### src/rtl/rc4_stream_core_if.sv
// Key-load, control/status and streaming handshake signals of the RC4 core.
// master drives keys, start and input symbols; slave is the core.
interface rc4_stream_core_if #(
    parameter int W       = 4,
    parameter int KEY_MAX = 16
);
    localparam int KAW = (KEY_MAX > 1) ? $clog2(KEY_MAX) : 1;
    localparam int KLW = $clog2(KEY_MAX + 1);

    logic           key_wr;
    logic [KAW-1:0] key_addr;
    logic [W-1:0]   key_data;
    logic [KLW-1:0] key_len;
    logic           start;
    logic           busy;
    logic           keyed;
    logic           err;
    logic [W-1:0]   din;
    logic           din_valid;
    logic           din_ready;
    logic [W-1:0]   dout;
    logic           dout_valid;
    logic           dout_ready;

    modport master (
        output key_wr, key_addr, key_data, key_len, start, din, din_valid, dout_ready,
        input  busy, keyed, err, din_ready, dout, dout_valid
    );

    modport slave (
        input  key_wr, key_addr, key_data, key_len, start, din, din_valid, dout_ready,
        output busy, keyed, err, din_ready, dout, dout_valid
    );
endinterface

### src/rtl/rc4_stream_core.sv
// RC4 engine with W-bit symbols: key scheduling, optional keystream drop, then
// one keystream symbol XORed onto each accepted input symbol.
module rc4_stream_core #(
    parameter int W       = 4,
    parameter int KEY_MAX = 16,
    parameter int DROP    = 0
) (
    input logic           clk,
    input logic           reset,
    rc4_stream_core_if.slave bus
);
    localparam int N   = 1 << W;
    localparam int KAW = (KEY_MAX > 1) ? $clog2(KEY_MAX) : 1;
    localparam int KLW = $clog2(KEY_MAX + 1);
    localparam int DCW = (DROP > 1) ? $clog2(DROP) : 1;
    localparam logic [DCW-1:0] DROP_LAST = DCW'((DROP > 0) ? DROP - 1 : 0);

    typedef enum logic [2:0] {S_IDLE, S_INIT, S_KSA, S_DROP, S_RUN} state_t;
    state_t state, state_nx;

    logic [W-1:0]   sbox [N];
    logic [W-1:0]   kbuf [KEY_MAX];
    logic [W-1:0]   i, j;
    logic [KAW-1:0] kidx;
    logic [KLW-1:0] key_len_q;
    logic [DCW-1:0] drop_cnt;

    logic         len_ok, start_ok, ksa_last, kidx_last, fire, prga_step;
    logic [W-1:0] j_ksa, i1, j1, si1, sj1, t_idx, ks;

    assign len_ok    = (bus.key_len != '0) && (bus.key_len <= KLW'(KEY_MAX));
    assign start_ok  = bus.start && len_ok && (state == S_IDLE || state == S_RUN);
    assign ksa_last  = (i == '1);
    assign kidx_last = ((KLW'(kidx) + KLW'(1)) == key_len_q);
    assign j_ksa     = j + sbox[i] + kbuf[kidx];

    // PRGA step; the keystream index is the same sum before and after the swap,
    // only the lookup has to see the swapped entries.
    assign i1    = i + W'(1);
    assign si1   = sbox[i1];
    assign j1    = j + si1;
    assign sj1   = sbox[j1];
    assign t_idx = si1 + sj1;

    always_comb begin
        ks = sbox[t_idx];
        if (t_idx == i1)      ks = sj1;
        else if (t_idx == j1) ks = si1;
    end

    assign bus.din_ready = bus.keyed & (~bus.dout_valid | bus.dout_ready);
    assign fire          = bus.din_valid & bus.din_ready;
    assign prga_step     = (state == S_DROP) || (state == S_RUN && fire);

    always_ff @(posedge clk or posedge reset) begin
        if (reset) state <= S_IDLE;
        else       state <= state_nx;
    end

    always_comb begin
        state_nx = state;
        case (state)
            S_IDLE: if (start_ok) state_nx = S_INIT;
            S_INIT: state_nx = S_KSA;
            S_KSA:  if (ksa_last) state_nx = (DROP > 0) ? S_DROP : S_RUN;
            S_DROP: if (drop_cnt == DROP_LAST) state_nx = S_RUN;
            S_RUN:  if (start_ok) state_nx = S_INIT;
            default: state_nx = S_IDLE;
        endcase
    end

    always_comb begin
        bus.busy  = (state == S_INIT) || (state == S_KSA) || (state == S_DROP);
        bus.keyed = (state == S_RUN);
    end

    always_ff @(posedge clk or posedge reset) begin
        if (reset) begin
            i              <= '0;
            j              <= '0;
            kidx           <= '0;
            key_len_q      <= '0;
            drop_cnt       <= '0;
            bus.dout       <= '0;
            bus.dout_valid <= 1'b0;
            bus.err        <= 1'b0;
        end else begin
            bus.err <= bus.start && !len_ok && (state == S_IDLE || state == S_RUN);
            case (state)
                S_IDLE: if (start_ok) key_len_q <= bus.key_len;
                S_INIT: begin
                    i              <= '0;
                    j              <= '0;
                    kidx           <= '0;
                    drop_cnt       <= '0;
                    bus.dout_valid <= 1'b0;
                end
                S_KSA: begin
                    i    <= i + W'(1);
                    j    <= ksa_last ? '0 : j_ksa;
                    kidx <= kidx_last ? '0 : kidx + KAW'(1);
                end
                S_DROP: begin
                    i        <= i1;
                    j        <= j1;
                    drop_cnt <= drop_cnt + DCW'(1);
                end
                S_RUN: begin
                    if (start_ok) begin
                        key_len_q      <= bus.key_len;
                        bus.dout_valid <= 1'b0;
                    end else if (fire) begin
                        i              <= i1;
                        j              <= j1;
                        bus.dout       <= bus.din ^ ks;
                        bus.dout_valid <= 1'b1;
                    end else if (bus.dout_ready) begin
                        bus.dout_valid <= 1'b0;
                    end
                end
                default: ;
            endcase
        end
    end

    // S-box and key buffer carry no reset: INIT and key writes define them.
    always_ff @(posedge clk) begin
        if (bus.key_wr && state == S_IDLE && int'(bus.key_addr) < KEY_MAX)
            kbuf[bus.key_addr] <= bus.key_data;
        if (state == S_INIT) begin
            for (int k = 0; k < N; k++) sbox[k] <= W'(k);
        end else if (state == S_KSA) begin
            sbox[i]     <= sbox[j_ksa];
            sbox[j_ksa] <= sbox[i];
        end else if (prga_step) begin
            sbox[i1] <= sj1;
            sbox[j1] <= si1;
        end
    end
endmodule

### src/flat_wrapper.sv
// flat-port wrapper written by rule: the top's interface ports become plain ports
module rc4_stream_core_flat 
#(
    parameter int W       = 4,
    parameter int KEY_MAX = 16,
    parameter int DROP    = 0
)
  (clk, reset, bus_key_wr, bus_key_addr, bus_key_data, bus_key_len, bus_start, bus_din, bus_din_valid, bus_dout_ready, bus_busy, bus_keyed, bus_err, bus_din_ready, bus_dout, bus_dout_valid);
  rc4_stream_core_if #(.W(W), .KEY_MAX(KEY_MAX)) bus_i ();
  input logic clk;
  input logic reset;
  input wire logic [$bits(bus_i.key_wr)-1:0] bus_key_wr;
  input wire logic [$bits(bus_i.key_addr)-1:0] bus_key_addr;
  input wire logic [$bits(bus_i.key_data)-1:0] bus_key_data;
  input wire logic [$bits(bus_i.key_len)-1:0] bus_key_len;
  input wire logic [$bits(bus_i.start)-1:0] bus_start;
  input wire logic [$bits(bus_i.din)-1:0] bus_din;
  input wire logic [$bits(bus_i.din_valid)-1:0] bus_din_valid;
  input wire logic [$bits(bus_i.dout_ready)-1:0] bus_dout_ready;
  output wire logic [$bits(bus_i.busy)-1:0] bus_busy;
  output wire logic [$bits(bus_i.keyed)-1:0] bus_keyed;
  output wire logic [$bits(bus_i.err)-1:0] bus_err;
  output wire logic [$bits(bus_i.din_ready)-1:0] bus_din_ready;
  output wire logic [$bits(bus_i.dout)-1:0] bus_dout;
  output wire logic [$bits(bus_i.dout_valid)-1:0] bus_dout_valid;
  assign bus_i.key_wr = bus_key_wr;
  assign bus_i.key_addr = bus_key_addr;
  assign bus_i.key_data = bus_key_data;
  assign bus_i.key_len = bus_key_len;
  assign bus_i.start = bus_start;
  assign bus_i.din = bus_din;
  assign bus_i.din_valid = bus_din_valid;
  assign bus_i.dout_ready = bus_dout_ready;
  assign bus_busy = bus_i.busy;
  assign bus_keyed = bus_i.keyed;
  assign bus_err = bus_i.err;
  assign bus_din_ready = bus_i.din_ready;
  assign bus_dout = bus_i.dout;
  assign bus_dout_valid = bus_i.dout_valid;
  rc4_stream_core #(.W(W), .KEY_MAX(KEY_MAX), .DROP(DROP)) u_core (.clk(clk), .reset(reset), .bus(bus_i));
endmodule
### config.mk
export PLATFORM = sky130hd
export DESIGN_NAME = rc4_stream_core_flat
export DESIGN_NICKNAME = d
export VERILOG_FILES = /design/src/rtl/rc4_stream_core_if.sv /design/src/rtl/rc4_stream_core.sv /design/src/flat_wrapper.sv
export SDC_FILE = /design/constraint.sdc
export NUM_CORES = 1
export LEC_CHECK = 0
export ABC_AREA = 1
export CORE_MARGIN = 5
export CORE_UTILIZATION = 65
export DETAILED_ROUTE_END_ITERATION = 12
export DONT_BUFFER_PORTS = 1
export GPL_TIMING_DRIVEN = 0
export PLACE_DENSITY = 0.81
export SLEW_MARGIN = 10
export SYNTH_ARGS = -nofsm -noshare
export SYNTH_HDL_FRONTEND = slang
export SYNTH_SLANG_ARGS = --single-unit
### constraint.sdc
create_clock -name clk -period 6.6 [get_ports clk]
set_input_delay 0.99 -clock clk [delete_from_list [all_inputs] [get_ports clk]]
set_output_delay 0.99 -clock clk [all_outputs]
set_load 0.005 [all_outputs]
==> results by group <==
Outcome
  – Status: complete, no violations

STA
  – Fin. Hold Viols: 0
  – Slew HR: 29.77%
  – Slew Viols, Final: 0
  – Tcrit/Tclk final: 95.46%
  – Fin Clk Skew: 0.01074 ns
  – Endpoints failing setup: 0
  – Slew @ Worst Pin: 1.047 ns
  – RSZ-0062 raised after global routing: no
  – Minimum clock period: 6.300 ns
  – Max Fclk: 158.7 MHz

Global route
  – Overall Global Routing Usage: 39.54%
  – Initial antenna violation count: 0
  – Pin count of the biggest net entering global routing: 28
  – Total congestion overflow: 0
  – Vias in the first global route: 10030
  – First-pass GRT wire length: 58.44 mm

Setup path
  – R2R setup slack: 0.30 ns
  – Crit-path most repeated cell: nand3_1
  – CP max stage cell: fa_2
  – Worst Path Max Fanout: 10
  – Worst EP required: 6.92 ns
  – R2r worst-path depth: 36
  – Worst reg2reg path endpoint: u_core.bus.dout[2]$_DFFE_PP0P_
  – CP Class: flip-flop to flip-flop
  – Crit path capture: u_core.bus.dout[2]$_DFFE_PP0P_
  – Worst r2r src: u_core.i[0]$_DFFE_PP0P_
  – Setup crit end kind: flip-flop
  – Crit. Startpoint: u_core.i[0]$_DFFE_PP0P_
  – CP Data Arrival Time: 6.62 ns
  – CP peak stage delay: 0.66 ns
  – Crit path launch type: flip-flop

Die
  – Die X: 138.4 µm
  – IO Count: 32
  – Die area: 19140 µm²
  – Vert. Die Dim: 138.4 µm
  – FP Rows: 47
  – Core area: 16350 µm²
  – Initial Utilization: 65.50%

Detailed routing
  – Vias: 11220
  – ANT nets after route: 0
  – Total Wirelength: 38.90 mm
  – First-pass DRT Iterations: 6
  – DRC: 0
  – Via-to-Cell Ratio: 6.662
  – DRT iter0 DRCs: 1853
  – Routed len/inst: 23.10 µm

Layout
  – Area added between synthesis and finish: 9.173%
  – Storage cell area: 4519 µm²
  – Fin area: 11690 µm²
  – Multi-input gate area: 5353 µm²
  – NumNets Final: 1489
  – Fillers: 1293
  – Layout cell share with drive strength beyond 1: 7.377%
  – Antenna cells: 0

Clocking
  – TritonCTS Buffers: 17
  – Clock Latency Late Sink: 0.44 ns
  – Clock buffer depth: 2
  – CTS Root Cell: clkbuf_16
  – # H-tree levels: 4
  – Worst-path clk slew: 0.07 ns
  – CTS tree: done
  – # hold bufs at CTS: 0
  – CTS sink count: 155

Logic synthesis
  – Cell area after synthesis: 10710 µm²
  – Synth warn: 0
  – Number of standard cells after synthesis: 1432
  – Syn_nets: 1470
  – #FFs+latches synth: 155
  – Syn_area_per_cell: 7.477 µm²
  – Post-synthesis sequential area ratio: 42.21%
  – Number of synthesized flops with an enable pin: 128
  – Fraction of registers with async set/reset: 17.42%
  – Top_reg_cell synth: edfxtp_1
  – Post-synth cell types: 45

Job
  – Max-cap violations: 0

Placement
  – Placer congestion estimate: 1.067
  – Dpl hpwl: 29.65 mm
  – Post-Place Cell Area: 10980 µm²
  – PortBufs: 0

Worst hold path
  – Min-delay worst type: flip-flop to flip-flop
==> cells in the mapped netlist (2+ instances only) <==
| cell type | number | share of area [%] |
|---|---|---|
| a31oi_1 | 14 | 0.82 |
| o21a_1 | 2 | 0.14 |
| clkinv_1 | 4 | 0.14 |
| nand2_2 | 5 | 0.29 |
| a221oi_1 | 6 | 0.49 |
| buf_1 | 6 | 0.21 |
| inv_2 | 11 | 0.39 |
| nor2_1 | 167 | 5.9 |
| o221ai_1 | 3 | 0.25 |
| xor2_1 | 12 | 0.98 |
| nor3_1 | 3 | 0.14 |
| clkbuf_1 | 55 | 1.9 |
| nand3_2 | 7 | 0.65 |
| buf_6 | 3 | 0.32 |
| a211oi_1 | 4 | 0.28 |
| buf_2 | 10 | 0.47 |
| ha_1 | 9 | 1.1 |
| dfrtp_1 | 27 | 6.3 |
| fa_1 | 6 | 1.1 |
| nor4_1 | 2 | 0.12 |
| edfxtp_1 | 128 | 36 |
| or2_1 | 2 | 0.12 |
| o21ai_0 | 217 | 10 |
| xnor2_1 | 8 | 0.65 |
| nand2_4 | 2 | 0.21 |
| nand2_1 | 203 | 7.1 |
| a21oi_1 | 168 | 7.9 |
| nand4_1 | 6 | 0.35 |
| o22ai_1 | 48 | 2.8 |
| inv_1 | 144 | 5.0 |
| xor2_2 | 2 | 0.30 |
| o211ai_1 | 7 | 0.49 |
| o21ai_1 | 18 | 0.84 |
| nand3_1 | 112 | 5.2 |
==> cells in the final DEF, fill, tap and decap left out, drive strengths merged <==
| cell type | count |
|---|---|
| a211oi | 4 |
| a21oi | 169 |
| a221oi | 6 |
| a22oi | 1 |
| a31oi | 14 |
| buf | 22 |
| clkbuf | 70 |
| clkinv | 9 |
| clkinvlp | 2 |
| dfrtp | 27 |
| edfxtp | 128 |
| fa | 6 |
| ha | 9 |
| inv | 163 |
| nand2 | 210 |
| nand3 | 120 |
| nand4 | 6 |
| nor2 | 168 |
| nor3 | 3 |
| nor4 | 3 |
| o211ai | 7 |
| o21a | 2 |
| o21ai | 235 |
| o221ai | 3 |
| o22ai | 48 |
| o311ai | 1 |
| o31ai | 1 |
| o41ai | 1 |
| or2 | 4 |
| xnor2 | 8 |
| xor2 | 14 |
==> registers in the layout, summed over array words and instances, names as in the netlist, 3 cells and up <==
name and cells:
u_core.state 3, u_core.sbox 64, u_core.i 4, u_core.j 4
u_core.kidx 4, u_core.kbuf 64, u_core.key_len_q 5, u_core.bus.dout 4
==> per-layer routing <==
layer  GRT usage (%)  share of wire (%)  up-vias
met2           58.84                 43      948
met3           9.289                 16      140
met1           57.16                 38     5104
met4           13.88                3.8        0
met5           1.253                  0        -
li1                -                  -     5026
==> worst min-delay path by stage <==
stage                                    start                              end  cells past startpoint
3_3_place_gp   u_core.key_len_q[3]$_DFFE_PP0P_  u_core.key_len_q[3]$_DFFE_PP0P_                      2
6_report        u_core.bus.dout[3]$_DFFE_PP0P_   u_core.bus.dout[3]$_DFFE_PP0P_                      2
3_5_place_dp   u_core.key_len_q[3]$_DFFE_PP0P_  u_core.key_len_q[3]$_DFFE_PP0P_                      2
4_1_cts        u_core.key_len_q[3]$_DFFE_PP0P_  u_core.key_len_q[3]$_DFFE_PP0P_                      2
5_1_grt         u_core.bus.dout[3]$_DFFE_PP0P_   u_core.bus.dout[3]$_DFFE_PP0P_                      2
2_1_floorplan  u_core.key_len_q[0]$_DFFE_PP0P_  u_core.key_len_q[0]$_DFFE_PP0P_                      2
==> per-stage QoR <==
| stage | utilization (%) | setup TNS [ns] | setup WS (ns) | std cells | hold slack [ns] |
|---|---|---|---|---|---|
| floorplan | - | 0 | 0.7198 | 1432 | 0.4610 |
| global placement | 67.18 | -4.822 | -1.237 | 1652 | 0.4834 |
| detailed placement | 67.18 | -4.908 | -1.281 | 1652 | 0.4986 |
| CTS | 71.05 | 0 | 0.02650 | 1681 | 0.5151 |
| global route | 71.51 | 0 | 0.01424 | 1684 | 0.5505 |
| finish | 71.51 | 0 | 0.2996 | 1684 | 0.5165 |
==> layout make-up <==
type	instances	share of cell area [%]
buffer	72	2.943
multi-input combinational	1043	45.79
clock inverter	15	1.274
tap	220	2.355
timing repair buffer	3	0.1927
inverter	159	5.148
sequential	155	38.66
clock buffer	17	3.639
==> critical path, delay by kind of cell (launching register included) <==
kind,cells,cell delay (ns)
AO/OA/AOI/OAI,8,1.04
adder cells (fa/ha/maj),5,1.93
buffers and inverters,8,1.40
flip-flops,1,0.46
AND/OR/NAND/NOR,15,1.37
==> what timing repair did <==
action                     4_1_cts  5_1_grt
resized for setup               19       26
setup endpoints to repair        4        4
setup buffers                    0        3
pin swaps                        0        1
==> cells by family after synthesis <==
group / after synthesis / share of synthesized area, %
AOI/OAI and AO/OA: 492 / 24.49
xor gates and xnor gates: 22 / 1.940
adders and majority gates: 15 / 2.173
buffers and inverters: 234 / 8.565
DFF: 155 / 42.21
and+or+nand+nor: 514 / 20.62
Power is left out: the tool's default activity adds up to more than one toggle a clock period on the data nets, which glitch-free logic cannot reach.
